`config.mk`:
```
export PLATFORM = sky130hd
export DESIGN_NAME = readout_rx_bin_classifier_multi
export DESIGN_NICKNAME = d
export VERILOG_FILES = /design/src/rtl/readout_rx_bin_classifier_multi_pkg.sv /design/src/rtl/adder_signed_param.sv /design/src/rtl/multiplier_signed_param.sv /design/src/rtl/readout_rx_bin_classifier_multi_rr_arbiter.sv /design/src/rtl/readout_rx_bin_classifier_multi.sv
export SDC_FILE = /design/constraint.sdc
export NUM_CORES = 1
export LEC_CHECK = 0
export BUFFER_PORTS_ARGS = -buffer_cell sky130_fd_sc_hd__buf_2
export CORE_ASPECT_RATIO = 1.75
export CORE_MARGIN = 5
export CORE_UTILIZATION = 40
export DETAILED_ROUTE_END_ITERATION = 8
export GPL_ROUTABILITY_DRIVEN = 0
export GPL_TIMING_DRIVEN = 0
export SLEW_MARGIN = 20
export SYNTH_ARGS = -nofsm -noshare
export SYNTH_HDL_FRONTEND = slang
export SYNTH_HIERARCHICAL = 1
export SYNTH_SLANG_ARGS = --single-unit
```
`constraint.sdc`:
```
create_clock -name i_clk -period 12.05 [get_ports i_clk]
set_clock_uncertainty 0.05 [all_clocks]
set_input_delay 0 -clock i_clk [delete_from_list [all_inputs] [get_ports i_clk]]
set_output_delay 0 -clock i_clk [all_outputs]
set_load 0.01 [all_outputs]
```
`src/rtl/readout_rx_bin_classifier_multi_pkg.sv`:
```
// Shared definitions for the multi-channel I/Q binary classifier.
//   coeff_sel_e      : low two bits of the coefficient write address
//   ch_addr_width    : channel index width for a given channel count (never below 1)
//   mult_out_width   : width of the registered slope*I product
//   iq_compare_width : width of the rescaled sum compared against Q
package readout_rx_bin_classifier_multi_pkg;

  typedef enum logic [1:0] {
    SEL_INTERCEPT = 2'd0,
    SEL_SLOPE     = 2'd1,
    SEL_POLARITY  = 2'd2,
    SEL_IGNORED   = 2'd3
  } coeff_sel_e;

  function automatic int ch_addr_width(input int num_channels);
    return (num_channels > 1) ? $clog2(num_channels) : 1;
  endfunction

  function automatic int mult_out_width(input int data_width, input int acc_width);
    return data_width + acc_width;
  endfunction

  // Dropping the DATA_WIDTH-1 fractional bits of the Q1.x slope brings the sum back to I/Q scale.
  function automatic int iq_compare_width(input int data_width, input int acc_width);
    return mult_out_width(data_width, acc_width) - (data_width - 1);
  endfunction

endpackage

```
`src/rtl/adder_signed_param.sv`:
```
// Combinational signed adder with selectable output slice.
//   i_a, i_b : signed IN_WIDTH operands (sum wraps at IN_WIDTH)
//   o_y      : OUT_WIDTH bits of the sum; MSBs (arithmetic shift right) when TAKE_MSB, else LSBs
module adder_signed_param #(
  parameter int IN_WIDTH  = 26,
  parameter int OUT_WIDTH = 19,
  parameter bit TAKE_MSB  = 1'b1
) (
  input  logic signed [IN_WIDTH-1:0]  i_a,
  input  logic signed [IN_WIDTH-1:0]  i_b,
  output logic signed [OUT_WIDTH-1:0] o_y
);
  logic signed [IN_WIDTH-1:0] w_sum;
  assign w_sum = i_a + i_b;

  if (TAKE_MSB) begin : g_msb
    assign o_y = OUT_WIDTH'(w_sum >>> (IN_WIDTH - OUT_WIDTH));
  end else begin : g_lsb
    assign o_y = OUT_WIDTH'(w_sum);
  end
endmodule

```
`src/rtl/multiplier_signed_param.sv`:
```
// Combinational signed multiplier with selectable output slice.
//   i_a, i_b : signed operands
//   o_y      : OUT_WIDTH bits of the full product; MSBs when TAKE_MSB, else LSBs
module multiplier_signed_param #(
  parameter int A_WIDTH   = 18,
  parameter int B_WIDTH   = 8,
  parameter int OUT_WIDTH = 26,
  parameter bit TAKE_MSB  = 1'b0
) (
  input  logic signed [A_WIDTH-1:0]   i_a,
  input  logic signed [B_WIDTH-1:0]   i_b,
  output logic signed [OUT_WIDTH-1:0] o_y
);
  localparam int FullWidth = A_WIDTH + B_WIDTH;

  logic signed [FullWidth-1:0] w_full;
  assign w_full = FullWidth'(i_a) * FullWidth'(i_b);

  if (TAKE_MSB) begin : g_msb
    assign o_y = OUT_WIDTH'(w_full >>> (FullWidth - OUT_WIDTH));
  end else begin : g_lsb
    assign o_y = OUT_WIDTH'(w_full);
  end
endmodule

```
`src/rtl/readout_rx_bin_classifier_multi_rr_arbiter.sv`:
```
// Round-robin arbiter: picks the first pending channel at or above the rr pointer (with wrap).
//   i_clk, i_rst  : clock, synchronous active-high reset (pointer -> 0)
//   i_pending     : request vector
//   o_grant       : one-hot grant
//   o_grant_idx   : index of the granted channel
//   o_grant_valid : any grant this cycle; pointer moves to granted index + 1
module readout_rx_rr_arbiter #(
  parameter int NUM_CHANNELS  = 4,
  parameter int CH_ADDR_WIDTH = 2
) (
  input  logic                     i_clk,
  input  logic                     i_rst,
  input  logic [NUM_CHANNELS-1:0]  i_pending,
  output logic [NUM_CHANNELS-1:0]  o_grant,
  output logic [CH_ADDR_WIDTH-1:0] o_grant_idx,
  output logic                     o_grant_valid
);
  logic [CH_ADDR_WIDTH-1:0] r_rr_ptr;
  logic [CH_ADDR_WIDTH-1:0] w_rr_next;

  always_comb begin
    logic [CH_ADDR_WIDTH-1:0] w_c;
    o_grant       = '0;
    o_grant_idx   = '0;
    o_grant_valid = 1'b0;
    w_c           = '0;
    for (int i = 0; i < NUM_CHANNELS; i++) begin
      w_c = CH_ADDR_WIDTH'((int'(r_rr_ptr) + i) % NUM_CHANNELS);
      if (!o_grant_valid && i_pending[w_c]) begin
        o_grant[w_c]  = 1'b1;
        o_grant_idx   = w_c;
        o_grant_valid = 1'b1;
      end
    end
    w_rr_next = (int'(o_grant_idx) == NUM_CHANNELS - 1) ? '0 : o_grant_idx + 1'b1;
  end

  always_ff @(posedge i_clk) begin
    if (i_rst) begin
      r_rr_ptr <= '0;
    end else if (o_grant_valid) begin
      r_rr_ptr <= w_rr_next;
    end
  end
endmodule

```
`src/rtl/readout_rx_bin_classifier_multi.sv`:
```
// Multi-channel linear I/Q classifier: decides |1> iff (slope*I + intercept) > Q, optionally
// inverted per channel, with finished channels queued and served round-robin by one shared pipe.
//   i_clk, i_rst            : clock, synchronous active-high reset
//   i_coeff_wr_en/addr/data : coefficient write, addr = {channel, sel}
//   i_finish_count          : per-channel integration-done pulse
//   i_i_sum, i_q_sum        : packed signed I/Q sums, ch0 in LSBs
//   o_result_valid          : one-cycle result strobe (no backpressure)
//   o_result_channel        : channel of the result
//   o_meas_result_condition : decision, 1 = |1>
//   o_pending_overflow      : sticky per-channel "sample dropped" flags
module readout_rx_bin_classifier_multi
  import readout_rx_bin_classifier_multi_pkg::*;
#(
  parameter int NUM_CHANNELS      = 4,
  parameter int CH_ADDR_WIDTH     = ch_addr_width(NUM_CHANNELS),
  parameter int DATA_WIDTH        = 8,
  parameter int ACCUMULATOR_WIDTH = DATA_WIDTH + 10
) (
  input  logic                                      i_clk,
  input  logic                                      i_rst,
  input  logic                                      i_coeff_wr_en,
  input  logic [CH_ADDR_WIDTH+1:0]                  i_coeff_wr_addr,
  input  logic [DATA_WIDTH-1:0]                     i_coeff_wr_data,
  input  logic [NUM_CHANNELS-1:0]                   i_finish_count,
  input  logic [NUM_CHANNELS*ACCUMULATOR_WIDTH-1:0] i_i_sum,
  input  logic [NUM_CHANNELS*ACCUMULATOR_WIDTH-1:0] i_q_sum,
  output logic                                      o_result_valid,
  output logic [CH_ADDR_WIDTH-1:0]                  o_result_channel,
  output logic                                      o_meas_result_condition,
  output logic [NUM_CHANNELS-1:0]                   o_pending_overflow
);
  localparam int MulW = mult_out_width(DATA_WIDTH, ACCUMULATOR_WIDTH);
  localparam int CmpW = iq_compare_width(DATA_WIDTH, ACCUMULATOR_WIDTH);
  localparam int AccW = ACCUMULATOR_WIDTH;

  // Coefficient bank; out-of-range channels never match the per-channel decode.
  logic signed [DATA_WIDTH-1:0] r_slope [NUM_CHANNELS];
  logic signed [DATA_WIDTH-1:0] r_icpt  [NUM_CHANNELS];
  logic [NUM_CHANNELS-1:0]      r_pol;
  logic [CH_ADDR_WIDTH-1:0]     w_wr_ch;
  coeff_sel_e                   w_wr_sel;

  assign w_wr_ch  = i_coeff_wr_addr[CH_ADDR_WIDTH+1:2];
  assign w_wr_sel = coeff_sel_e'(i_coeff_wr_addr[1:0]);

  always_ff @(posedge i_clk) begin
    if (i_rst) begin
      for (int k = 0; k < NUM_CHANNELS; k++) begin
        r_slope[k] <= '0;
        r_icpt[k]  <= '0;
      end
      r_pol <= '0;
    end else if (i_coeff_wr_en) begin
      for (int k = 0; k < NUM_CHANNELS; k++) begin
        if (w_wr_ch == CH_ADDR_WIDTH'(k)) begin
          case (w_wr_sel)
            SEL_INTERCEPT: r_icpt[k]  <= i_coeff_wr_data;
            SEL_SLOPE:     r_slope[k] <= i_coeff_wr_data;
            SEL_POLARITY:  r_pol[k]   <= i_coeff_wr_data[0];
            default:       ;
          endcase
        end
      end
    end
  end

  // Pending buffer: one sample slot per channel.
  logic [NUM_CHANNELS-1:0]  r_pending, r_overflow;
  logic [NUM_CHANNELS-1:0]  w_grant, w_capture, w_drop;
  logic [CH_ADDR_WIDTH-1:0] w_grant_idx;
  logic                     w_grant_valid;
  logic signed [AccW-1:0]   r_i_buf [NUM_CHANNELS];
  logic signed [AccW-1:0]   r_q_buf [NUM_CHANNELS];

  // A slot being granted this cycle is free to refill; otherwise a still-pending slot drops.
  assign w_capture = i_finish_count & (~r_pending | w_grant);
  assign w_drop    = i_finish_count & r_pending & ~w_grant;

  always_ff @(posedge i_clk) begin
    if (i_rst) begin
      r_pending  <= '0;
      r_overflow <= '0;
      for (int k = 0; k < NUM_CHANNELS; k++) begin
        r_i_buf[k] <= '0;
        r_q_buf[k] <= '0;
      end
    end else begin
      r_pending  <= (r_pending & ~w_grant) | w_capture;
      r_overflow <= r_overflow | w_drop;
      for (int k = 0; k < NUM_CHANNELS; k++) begin
        if (w_capture[k]) begin
          r_i_buf[k] <= i_i_sum[k*AccW +: AccW];
          r_q_buf[k] <= i_q_sum[k*AccW +: AccW];
        end
      end
    end
  end

  readout_rx_rr_arbiter #(
    .NUM_CHANNELS (NUM_CHANNELS),
    .CH_ADDR_WIDTH(CH_ADDR_WIDTH)
  ) u_arbiter (
    .i_clk        (i_clk),
    .i_rst        (i_rst),
    .i_pending    (r_pending),
    .o_grant      (w_grant),
    .o_grant_idx  (w_grant_idx),
    .o_grant_valid(w_grant_valid)
  );

  // Issue + S1: coefficients are read from the bank here, so they travel with the sample.
  logic signed [AccW-1:0]       w_iss_i, w_iss_q;
  logic signed [DATA_WIDTH-1:0] w_iss_slope;
  logic signed [MulW-1:0]       w_prod;

  assign w_iss_i     = r_i_buf[w_grant_idx];
  assign w_iss_q     = r_q_buf[w_grant_idx];
  assign w_iss_slope = r_slope[w_grant_idx];

  multiplier_signed_param #(
    .A_WIDTH  (AccW),
    .B_WIDTH  (DATA_WIDTH),
    .OUT_WIDTH(MulW),
    .TAKE_MSB (1'b0)
  ) u_mult (
    .i_a(w_iss_i),
    .i_b(w_iss_slope),
    .o_y(w_prod)
  );

  logic                         r_s1_valid, r_s1_pol;
  logic [CH_ADDR_WIDTH-1:0]     r_s1_ch;
  logic signed [MulW-1:0]       r_s1_prod;
  logic signed [AccW-1:0]       r_s1_q;
  logic signed [DATA_WIDTH-1:0] r_s1_icpt;

  always_ff @(posedge i_clk) begin
    if (i_rst) begin
      r_s1_valid <= 1'b0;
      r_s1_pol   <= 1'b0;
      r_s1_ch    <= '0;
      r_s1_prod  <= '0;
      r_s1_q     <= '0;
      r_s1_icpt  <= '0;
    end else begin
      r_s1_valid <= w_grant_valid;
      r_s1_pol   <= r_pol[w_grant_idx];
      r_s1_ch    <= w_grant_idx;
      r_s1_prod  <= w_prod;
      r_s1_q     <= w_iss_q;
      r_s1_icpt  <= r_icpt[w_grant_idx];
    end
  end

  // S2: intercept is added at product scale, so it is effectively scaled by 2^-(DATA_WIDTH-1).
  logic signed [MulW-1:0] w_icpt_ext;
  logic signed [CmpW-1:0] w_sum_shift, w_q_ext;
  logic                   w_dec;

  assign w_icpt_ext = MulW'(r_s1_icpt);
  assign w_q_ext    = CmpW'(r_s1_q);

  adder_signed_param #(
    .IN_WIDTH (MulW),
    .OUT_WIDTH(CmpW),
    .TAKE_MSB (1'b1)
  ) u_add (
    .i_a(r_s1_prod),
    .i_b(w_icpt_ext),
    .o_y(w_sum_shift)
  );

  assign w_dec = (w_sum_shift > w_q_ext) ^ r_s1_pol;

  always_ff @(posedge i_clk) begin
    if (i_rst) begin
      o_result_valid          <= 1'b0;
      o_result_channel        <= '0;
      o_meas_result_condition <= 1'b0;
    end else begin
      o_result_valid          <= r_s1_valid;
      o_result_channel        <= r_s1_ch;
      o_meas_result_condition <= w_dec;
    end
  end

  assign o_pending_overflow = r_overflow;
endmodule

```
Word-level counts from Yosys, hierarchy flattened
Memory sizes are Yosys's and may differ from the RTL's. A register that Yosys moved wholly into a read port is not among the register bits.
Cells that the tools add are included.
{"block": "totals", "regBits": 48, "ram_bits": 208, "elab_cells": 180, "n_memories": 4}
{"block": "op_classes", "add_sub_neg": 5, "n_mul": 1, "n_lt_le_gt_ge": 10, "n_eq_ne": 6, "muxes": 95, "n_bitwise": 29, "n_reduce_logical": 16}
{"memory": "r_i_buf", "words": 4, "width": 18, "rd": 1, "rd_clocked_by_memory_dff": 0, "write_ports": 4, "line_no": "readout_rx_bin_classifier_multi.sv:72", "rtl": "logic signed [AccW-1:0] r_i_buf [NUM_CHANNELS];"}
{"memory": "r_q_buf", "words": 4, "width": 18, "rd": 1, "rd_clocked_by_memory_dff": 1, "write_ports": 4, "line_no": "readout_rx_bin_classifier_multi.sv:73", "rtl": "logic signed [AccW-1:0] r_q_buf [NUM_CHANNELS];"}
{"memory": "r_icpt", "words": 4, "width": 8, "rd": 1, "rd_clocked_by_memory_dff": 1, "write_ports": 4, "line_no": "readout_rx_bin_classifier_multi.sv:38", "rtl": "logic signed [DATA_WIDTH-1:0] r_icpt [NUM_CHANNELS];"}
{"memory": "r_slope", "words": 4, "width": 8, "rd": 1, "rd_clocked_by_memory_dff": 0, "write_ports": 4, "line_no": "readout_rx_bin_classifier_multi.sv:37", "rtl": "logic signed [DATA_WIDTH-1:0] r_slope [NUM_CHANNELS];"}
{"operator": "$mux W18", "n": 8}
{"operator": "$mux W8", "n": 8}
{"operator": "$mux W1", "n": 61}
{"operator": "$add A26 B8 Y26", "n": 1}
{"operator": "$mul A18 B8 Y26", "n": 1}
{"operator": "$or A4 B4 Y4", "n": 6}
{"operator": "$gt A19 B18 Y1", "n": 1}
{"operator": "$and A4 B4 Y4", "n": 4}
{"operator": "$mux W4", "n": 4}
{"operator": "$or A1 B1 Y1", "n": 16}
{"operator": "$lt A2 B3 Y1 const B", "n": 5}
{"operator": "$reduce_and A3 Y1", "n": 4}
{"operator": "$bmux W1 S2", "n": 5}
{"operator": "$mux W2", "n": 5}
{"operator": "$demux W1 S2", "n": 4}
{"operator": "$ge A2 B1 Y1 const B", "n": 4}
{"operator": "$not A4 Y4", "n": 2}
{"operator": "$logic_and A1 B1 Y1", "n": 7}
{"operator": "$eq A2 B1 Y1 const B", "n": 3}
{"operator": "$eq A2 B2 Y1 const B", "n": 3}
{"operator": "$add A2 B1 Y2 const B", "n": 2}
{"operator": "$add A2 B2 Y2 const B", "n": 2}
{"operator": "$logic_not A2 Y1", "n": 2}
{"operator": "$logic_not A1 Y1", "n": 3}
{"operator": "$xor A1 B1 Y1", "n": 1}

Logic depth before layout (Yosys ltp)
Gate-level depths: netlist of the first run.
{"block": "logic_depth", "depth_word": 18, "depth_mapped": 30, "depth_no_buf": 25}

Cells and area by module
Netlist of the first run, hierarchy kept.
{"module": "readout_rx_bin_classifier_multi", "instances": 1, "cells_each": 784, "area_per_inst_um2": 11602.4, "seq_area_each_um2": 7687.4}
{"module": "multiplier_signed_param", "instances": 1, "cells_each": 613, "area_per_inst_um2": 5241.3, "seq_area_each_um2": 0.0}
{"module": "adder_signed_param", "instances": 1, "cells_each": 161, "area_per_inst_um2": 1184.9, "seq_area_each_um2": 0.0}
{"module": "readout_rx_rr_arbiter", "instances": 1, "cells_each": 66, "area_per_inst_um2": 553.0, "seq_area_each_um2": 40.0}

Worst setup path before layout of the first run
No wires, ideal clock.
{"block": "synth_path", "path_kind": "register to register", "start": "reg (tool-made name)", "end": "reg r_s1_prod[23]", "setup_ns": 0.128, "arrival_ns": 7.084, "required_ns": 11.872, "setup_slack_ns": 4.788, "path_stages_with_launch": 28, "path_buffers": 4, "path_cell_list": "dfxtp_1 buf_6 bufinv_8 ha_1 mux4_2 nor2b_4 nor2_2 o21ai_2 buf_2 buf_4 mux4_2 inv_1 buf_1 nor2_1 fa_1 fa_1 fa_1 inv_1 fa_1 inv_1 ha_1 a21oi_1 nand2_1 or4_4 a21oi_2 a2bb2oi_1 a211oi_1 nor2b_1"}
{"element": "end signal, assigned", "line_no": "readout_rx_bin_classifier_multi.sv:149", "rtl": "r_s1_prod <= w_prod;"}
{"element": "end, declared", "line_no": "readout_rx_bin_classifier_multi.sv:133", "rtl": "logic signed [MulW-1:0] r_s1_prod;"}

==> reports/qor.txt, run 1 <==
status: finished clean
ys async rst share: 0%
vias in the first global route: 14.93k
CTS Buffer Depth: 3
DR pass1 iterations: 5
area delta synth->final: 22.35%
Period minus WS final: 8.674 ns
num rows: 104
clock-pin slew on the worst setup and hold paths: 0.07 ns
synth warn: 6
Sum Neg Setup Slack: 0 ns
Layout fillers: 4167
post-route ant nets: 0
residual DRC count: 0
WS Path Type: reg -> reg
Core Region: 46060 µm²
H-Tree Depth: 1
Startpoint Class: register
most frequent cells in the layout: and2_1 (334), edfxtp_1 (208), inv_1 (180)
Max Freq: 115.3 MHz
EDFF count, synth: 208
Hold Fails Final Rpt: 0
Final setup viols: 0
CP peak stage delay: 0.66 ns
CP max stage cell: fa_1
Port Buf Inserts: 170
CTS Sinks: 282
Initial Utilization: 40.34%
synthesized cell area: 18580 µm²
CP Buf/Inv Count: 10
Worst Hold Class: in -> reg
CTS tree: built
fin. max-slew vios: 0
Critical Path Sink Type: register
share of layout cells above drive strength 1: 16.65%
Seq/Total Area, Yosys: 41.59%
footprint of the multi-input gates: 9933 µm²
Tot GR Track Use: 19.76%
Max-slew headroom: 35.03%
Die W: 172.9 µm
synthesized flop and latch total: 282
GRT busiest layer: met2
Synthesized Nets: 2000
GR Util met2: 40.64%
Crit path required time: 12.48 ns
Die ar.: 51030 µm²
M1 GR Usage: 19.86%
IO Pins: 171
vias per cell: 5.112
antenna violations before repair: 1
Mapped Cells: 1624
largest net degree at the start of global routing: 20
crit path DAT: 9.10 ns
Clk Tree Root Cell: clkbuf_16
crit path max fanout: 10
commonest non-fill, non-tap cell in the layout: and2_1
met3 GRT Util: 1.689%
routed len/inst: 19.22 µm
synthesized area per cell: 11.44 µm²
register area: 7727 µm²
synth unique cells: 78
Final period util: 71.98%
crit-path leading delay family: adder cells
drt initial violations: 584
grt ovf: 0
post-CTS setup buffer count: 0
clock insertion delay at the later pin of the skew report: 0.55 ns
RSZ-0062 raised after global routing: no
MaxCap Viol Count: 0
top_reg_cell synth: edfxtp_1
dpl hpwl: 37970 µm
final wirelength: 49800 µm
most frequent CP cell: fa_1
worst-margin pin slew: 0.9680 ns
first-pass GRT wire length: 79540 µm
vias: 13.25k
# nets final: 2362
Chip Height: 295.1 µm
Inserted Clock Buffers: 26
## layer usage
layer / up-vias / part of all wire, %
li1: 6232 / -
met1: 6613 / 35
met2: 285 / 58
met3: 116 / 2.6
met4: 0 / 4.9
met5: - / 0
## state kept, by name, summed over array words and instances, names as in the netlist, 8 cells and up, named ones only
signal     cells
r_s1_prod     26
r_s1_q        18
r_i_buf       72
r_q_buf       72
r_icpt        32
r_slope       32
r_s1_icpt      8
## cell families after synthesis
kind of cell,after synthesis,synth area share [%]
xor gates and xnor gates,40,1.885
muxes,59,6.949
DFF,282,41.59
AOI/OAI and AO/OA,181,6.815
and+or+nand+nor,611,18.62
buffers and inverters,238,5.158
adders and majority gates,213,18.99
## synthesized netlist by cell type (15+ instances only)
| library cell | n | share of area, % |
|---|---|---|
| a21o_1 | 15 | 0.61 |
| a21oi_1 | 49 | 1.3 |
| and2_1 | 334 | 11 |
| clkbuf_1 | 35 | 0.71 |
| dfxtp_1 | 74 | 8.0 |
| edfxtp_1 | 208 | 34 |
| fa_1 | 115 | 12 |
| ha_1 | 98 | 6.6 |
| inv_1 | 180 | 3.6 |
| mux4_2 | 55 | 6.7 |
| nand2_1 | 77 | 1.6 |
| nor2_1 | 73 | 1.5 |
| nor2b_1 | 42 | 1.4 |
| o21ai_0 | 23 | 0.62 |
| xnor2_1 | 26 | 1.2 |
## stage by stage
step,utilization [%],std cells,instance area (µm²),hold WS (ns),setup WS (ns)
final,49.35,2591,22730,0.001903,3.376
after global routing,49.35,2590,22730,0.02548,2.798
after CTS,49.34,2589,22730,0.003465,3.340
after detailed placement,44.04,2381,20280,0.2003,3.371
after global placement,43.77,2377,20160,0.1927,3.437
after floorplan,-,1624,18580,0.02238,4.788
## worst paths after layout
kind	start	to	slack, ns	depth (start not counted)
hold reg to reg	r_s1_ch[1]	o_result_channel[1]	0.39	1
hold / removal	i_coeff_wr_en	r_pol[2]	0.002	5
setup / recovery	register	r_s1_prod[23]	3.38	27
setup reg to reg	register	r_s1_prod[23]	3.38	27
## final cells by class
class	count	area share, %
tap	583	3.209
timing repair buffer	334	11.17
inverter	182	3.065
buffer	56	1.150
antenna	2	0.02201
clock buffer	38	3.412
sequential	282	33.99
clock inverter	10	0.2862
multi-input combinational	1104	43.69
## timing repair
action / CTS / global route
endpoints found under the hold margin: 247 / 0
gates resized for setup: 0 / 0
endpoints found under the setup margin: 0 / 0
hold buffers: 160 / 0
## worst register-to-register path, stage by stage (launching register included)
cell and delay, ns:
dfxtp_1 0.41, buf_6 0.19, bufinv_8 0.21, ha_1 0.30
buf_2 0.22, nor4_1 0.09, or3_1 0.36, a211oi_2 0.21
buf_2 0.32, buf_1 0.60, mux4_2 0.49, clkbuf_1 0.50
nand2_1 0.29, fa_1 0.66, inv_1 0.15, fa_1 0.53
fa_1 0.54, inv_1 0.05, fa_1 0.54, inv_1 0.05
ha_1 0.27, clkbuf_1 0.22, and3_1 0.26, and2_1 0.17
a221oi_1 0.31, nand2_1 0.12, a211oi_1 0.33, nor2b_1 0.18
Power of run 1 is not shown: default switching activity piles up to over one toggle a cycle in this logic, so the estimate is an artifact.
==> run 2: changes to the inputs <==
==> constraint.sdc (replaced) <==
create_clock -name i_clk -period 7.5 [get_ports i_clk]
set_clock_uncertainty 0.05 [all_clocks]
set_input_delay 0 -clock i_clk [delete_from_list [all_inputs] [get_ports i_clk]]
set_output_delay 0 -clock i_clk [all_outputs]
set_load 0.01 [all_outputs]
==> run 2 against run 1 <==
Compared with the run above: count of clock-buffer cells in the layout did not move; sequential share of layout area fell by 0.51 points; core utilization rose by 0.76 points; critical endpoint is now r_s1_prod[24].
==> reports/qor.txt, run 2 (same netlist as run 1, synthesis figures left out) <==
status: finished clean
dpl hpwl: 37970 µm
crit path max fanout: 10
Inserted Clock Buffers: 26
Period minus WS final: 7.295 ns
Critical Path Sink Type: register
Port Buf Inserts: 170
# nets final: 2381
GRT busiest layer: met2
worst-margin pin slew: 0.9515 ns
H-Tree Depth: 1
num rows: 104
CTS Buffer Depth: 3
residual DRC count: 0
CP max stage cell: mux4_2
Initial Utilization: 40.34%
crit path DAT: 7.73 ns
RSZ-0062 raised after global routing: no
largest net degree at the start of global routing: 20
final design utilization: 50.12%
final wirelength: 50390 µm
Max Freq: 137.1 MHz
Largest regs: r_i_buf (72), r_q_buf (72)
met3 GRT Util: 1.817%
most frequent CP cell: fa_1
CTS tree: built
crit-path leading delay family: adder cells
share of layout cells above drive strength 1: 19.06%
WS Path Type: reg -> reg
IO Pins: 171
CP peak stage delay: 0.60 ns
Crit path required time: 7.93 ns
Final period util: 97.26%
MaxCap Viol Count: 0
drt initial violations: 578
clock-pin slew on the worst setup and hold paths: 0.07 ns
CTS Sinks: 282
GR Util met2: 40.78%
vias in the first global route: 14.98k
antenna violations before repair: 2
vias: 13.38k
DR pass1 iterations: 5
M1 GR Usage: 19.97%
Die W: 172.9 µm
area delta synth->final: 24.24%
fin. max-slew vios: 0
Core Region: 46060 µm²
Die ar.: 51030 µm²
clock insertion delay at the later pin of the skew report: 0.55 ns
post-route ant nets: 0
CP Buf/Inv Count: 8
Startpoint Class: register
Worst Hold Class: in -> reg
most frequent cells in the layout: and2_1 (333), edfxtp_1 (208), inv_1 (178)
Tot GR Track Use: 19.93%
Final setup viols: 0
Hold Fails Final Rpt: 0
Max-slew headroom: 36.14%
grt ovf: 0
routed len/inst: 19.30 µm
commonest non-fill, non-tap cell in the layout: and2_1
first-pass GRT wire length: 80120 µm
Clk Tree Root Cell: clkbuf_16
Chip Height: 295.1 µm
vias per cell: 5.128
==> run 2: per-layer routing <==
metal / vias to the layer above / part of all wire (%)
li1: 6278 / -
met1: 6669 / 35
met2: 305 / 57
met3: 131 / 2.6
met4: 0 / 5.4
met5: - / 0
==> run 2: worst paths after layout <==
check / startpoint / slack (ns) / cells after the start / end
max: register / 0.21 / 27 / r_s1_prod[24]
min: i_coeff_wr_en / 0.01 / 5 / r_pol[2]
max reg2reg: register / 0.21 / 27 / r_s1_prod[24]
min reg2reg: r_s1_ch[1] / 0.39 / 1 / o_result_channel[1]
==> run 2: repair_timing <==
item	CTS	global route
hold buffers	160	0
resized for setup	41	30
pin swaps	1	12
buffers inserted	12	10
hold endpoints to repair	247	0
setup endpoints to repair	17	11
==> run 2: cell type report <==
| cell class | count | area (µm²) |
|---|---|---|
| Tap cell | 583 | 729.5 |
| Multi-Input combinational cell | 1104 | 10020 |
| Inverter | 182 | 700.7 |
| Timing Repair Buffer | 356 | 2705 |
| Clock buffer | 38 | 775.7 |
| Antenna cell | 2 | 5.005 |
| Fill cell | 4128 | 22980 |
| Clock inverter | 10 | 65.06 |
| Sequential cell | 282 | 7729 |
| Buffer | 53 | 354.1 |
==> run 2: through the flow <==
| stage | TNS [ns] | std cells | cell area, µm² | hold slack, ns | setup WS, ns |
|---|---|---|---|---|---|
| floorplan | 0 | 1624 | 18580 | 0.02238 | 0.2381 |
| global placement | -11.77 | 2377 | 20160 | 0.1927 | -1.113 |
| detailed placement | -13.03 | 2381 | 20280 | 0.2003 | -1.179 |
| CTS | 0 | 2601 | 22920 | 0.003465 | 0.02064 |
| global route | 0 | 2609 | 23080 | 0.02545 | 0.009599 |
| finish | 0 | 2610 | 23090 | 0.01295 | 0.2051 |
==> run 2: worst register-to-register path, delay by kind of cell, from the launching register on <==
kind                     cells  cell delay, ns
buffers and inverters        8            1.10
flip-flops                   1            0.38
AO/OA/AOI/OAI                5            0.93
adder cells (fa/ha/maj)      6            2.79
AND/OR/NAND/NOR              6            1.06
multiplexers                 2            0.95
Power of run 2 is left out for the same reason.
==> run 3: changes to the inputs <==
--- a/config.mk
+++ b/config.mk
@@ -6,12 +6,16 @@
 export NUM_CORES = 1
 export LEC_CHECK = 0
 export BUFFER_PORTS_ARGS = -buffer_cell sky130_fd_sc_hd__buf_2
+export CELL_PAD_IN_SITES_DETAIL_PLACEMENT = 1
+export CELL_PAD_IN_SITES_GLOBAL_PLACEMENT = 1
 export CORE_ASPECT_RATIO = 1.75
 export CORE_MARGIN = 5
 export CORE_UTILIZATION = 40
 export DETAILED_ROUTE_END_ITERATION = 8
 export GPL_ROUTABILITY_DRIVEN = 0
 export GPL_TIMING_DRIVEN = 0
+export MAX_ROUTING_LAYER = met4
+export PLACE_DENSITY_LB_ADDON = 0.1
 export SLEW_MARGIN = 20
 export SYNTH_ARGS = -nofsm -noshare
 export SYNTH_HDL_FRONTEND = slang
==> run 3 against run 2 <==
Compared with the run above: fmax down 0.15%; register-to-register slack about the same; worst setup slack worse by 0.011 ns; sequential share of layout area down 0.51 points; critical path type unchanged; highest routed layer unchanged.
==> reports/qor.txt, run 3 (same netlist as run 1, synthesis figures left out) <==
status: finished clean
largest net degree at the start of global routing: 37
vias in the first global route: 15.70k
crit path max fanout: 10
Initial Utilization: 40.34%
residual DRC count: 0
IO Pins: 171
most frequent cells in the layout: and2_1 (333), edfxtp_1 (208), inv_1 (176)
Core Region: 46060 µm²
WS Path Type: reg -> reg
Period minus WS final: 7.306 ns
area delta synth->final: 26.22%
Clk Tree Root Cell: clkbuf_16
final design utilization: 50.92%
clock-pin slew on the worst setup and hold paths: 0.07 ns
CTS Buffer Depth: 3
clock insertion delay at the later pin of the skew report: 0.57 ns
Hold Fails Final Rpt: 0
CTS Sinks: 282
commonest non-fill, non-tap cell in the layout: and2_1
Max-slew headroom: 33.24%
worst-margin pin slew: 0.9955 ns
setup slack, reg-to-reg: 0.19 ns
Critical Path Sink Type: register
R2R cell count: 26
Final setup viols: 0
Inserted Clock Buffers: 27
Worst Hold Class: in -> reg
WHS Path Cells: 4
first-pass GRT wire length: 87060 µm
Chip Height: 295.1 µm
Die W: 172.9 µm
vias per cell: 5.143
Max Freq: 136.9 MHz
grt ovf: 0
crit path DAT: 7.69 ns
Port Buf Inserts: 170
final wirelength: 56140 µm
CTS tree: built
# nets final: 2397
HP Start: i_finish_count[2]
fin. max-slew vios: 0
Worst Hold Endpoint: r_pending[2]
post-route ant nets: 0
Tot GR Track Use: 22.63%
MaxCap Viol Count: 0
antenna violations before repair: 4
Die ar.: 51030 µm²
H-Tree Depth: 1
Crit path required time: 7.88 ns
critical register-to-register path endpoint: r_s1_prod[24]
num rows: 104
routed len/inst: 21.35 µm
share of layout cells above drive strength 1: 20.27%
drt initial violations: 488
vias: 13.53k
dpl hpwl: 41970 µm
Largest regs: r_i_buf (72), r_q_buf (72)
Final period util: 97.41%
DR pass1 iterations: 6
Startpoint Class: register
[run 3: worst max-delay path by stage]
stage,to,depth (start not counted)
floorplan,r_s1_prod[23],27
global placement,r_s1_prod[25],27
detailed placement,r_s1_prod[25],28
CTS,r_s1_prod[24],27
global route,r_s1_prod[24],26
finish,r_s1_prod[24],26
[run 3: area by class of cell]
type                            count  area, µm²
Tap cell                          583      729.5
Fill cell                        5038      22610
Clock buffer                       33      782.0
Sequential cell                   282       7732
Inverter                          182      699.4
Timing Repair Buffer              371       2820
Antenna cell                        5      12.51
Buffer                             52      349.1
Clock inverter                     17      207.7
Multi-Input combinational cell   1105      10120
[run 3: critical path, cell delays in order, from the launching register on]
cell      delay [ns]
dfxtp_4         0.37
buf_8           0.15
bufinv_8        0.21
ha_1            0.32
mux4_2          0.37
buf_4           0.19
o211ai_1        0.21
o21ai_2         0.11
buf_6           0.16
buf_12          0.14
buf_4           0.13
mux4_2          0.57
and2_1          0.23
fa_1            0.48
fa_1            0.52
fa_1            0.55
inv_1           0.06
fa_1            0.60
inv_1           0.09
ha_4            0.30
a21o_1          0.16
a21oi_4         0.08
a211o_4         0.38
a211oi_4        0.29
or4_1           0.17
nand3_2         0.11
nor2b_1         0.15
[run 3: timing repair]
action	CTS	global route
hold buffers	164	0
cloned	1	1
endpoints found under the hold margin	249	0
endpoints found under the setup margin	18	13
resized for setup	48	38
setup buffers	19	15
pin swaps	4	13
[run 3: routing by layer]
layer / wire (µm) / global-route usage [%]
met3: 1429 / 1.957
met1: 19650 / 22.39
met4: 2733 / 10.19
met5: 0 / -
met2: 32330 / 44.58
[run 3: per-stage QoR]
stage / cells / worst slack [ns] / cell area, µm² / setup TNS, ns / hold WS (ns)
finish: 2630 / 0.1942 / 23450 / 0 / 0.1602
global route: 2629 / -0.01466 / 23450 / -0.01466 / 0.1804
CTS: 2612 / 0.001622 / 23190 / 0 / 0.1202
detailed placement: 2379 / -1.309 / 20260 / -14.70 / 0.1986
global placement: 2377 / -1.233 / 20160 / -13.79 / 0.1953
floorplan: 1624 / 0.2381 / 18580 / 0 / 0.02238
Power of run 3 is left out for the same reason.
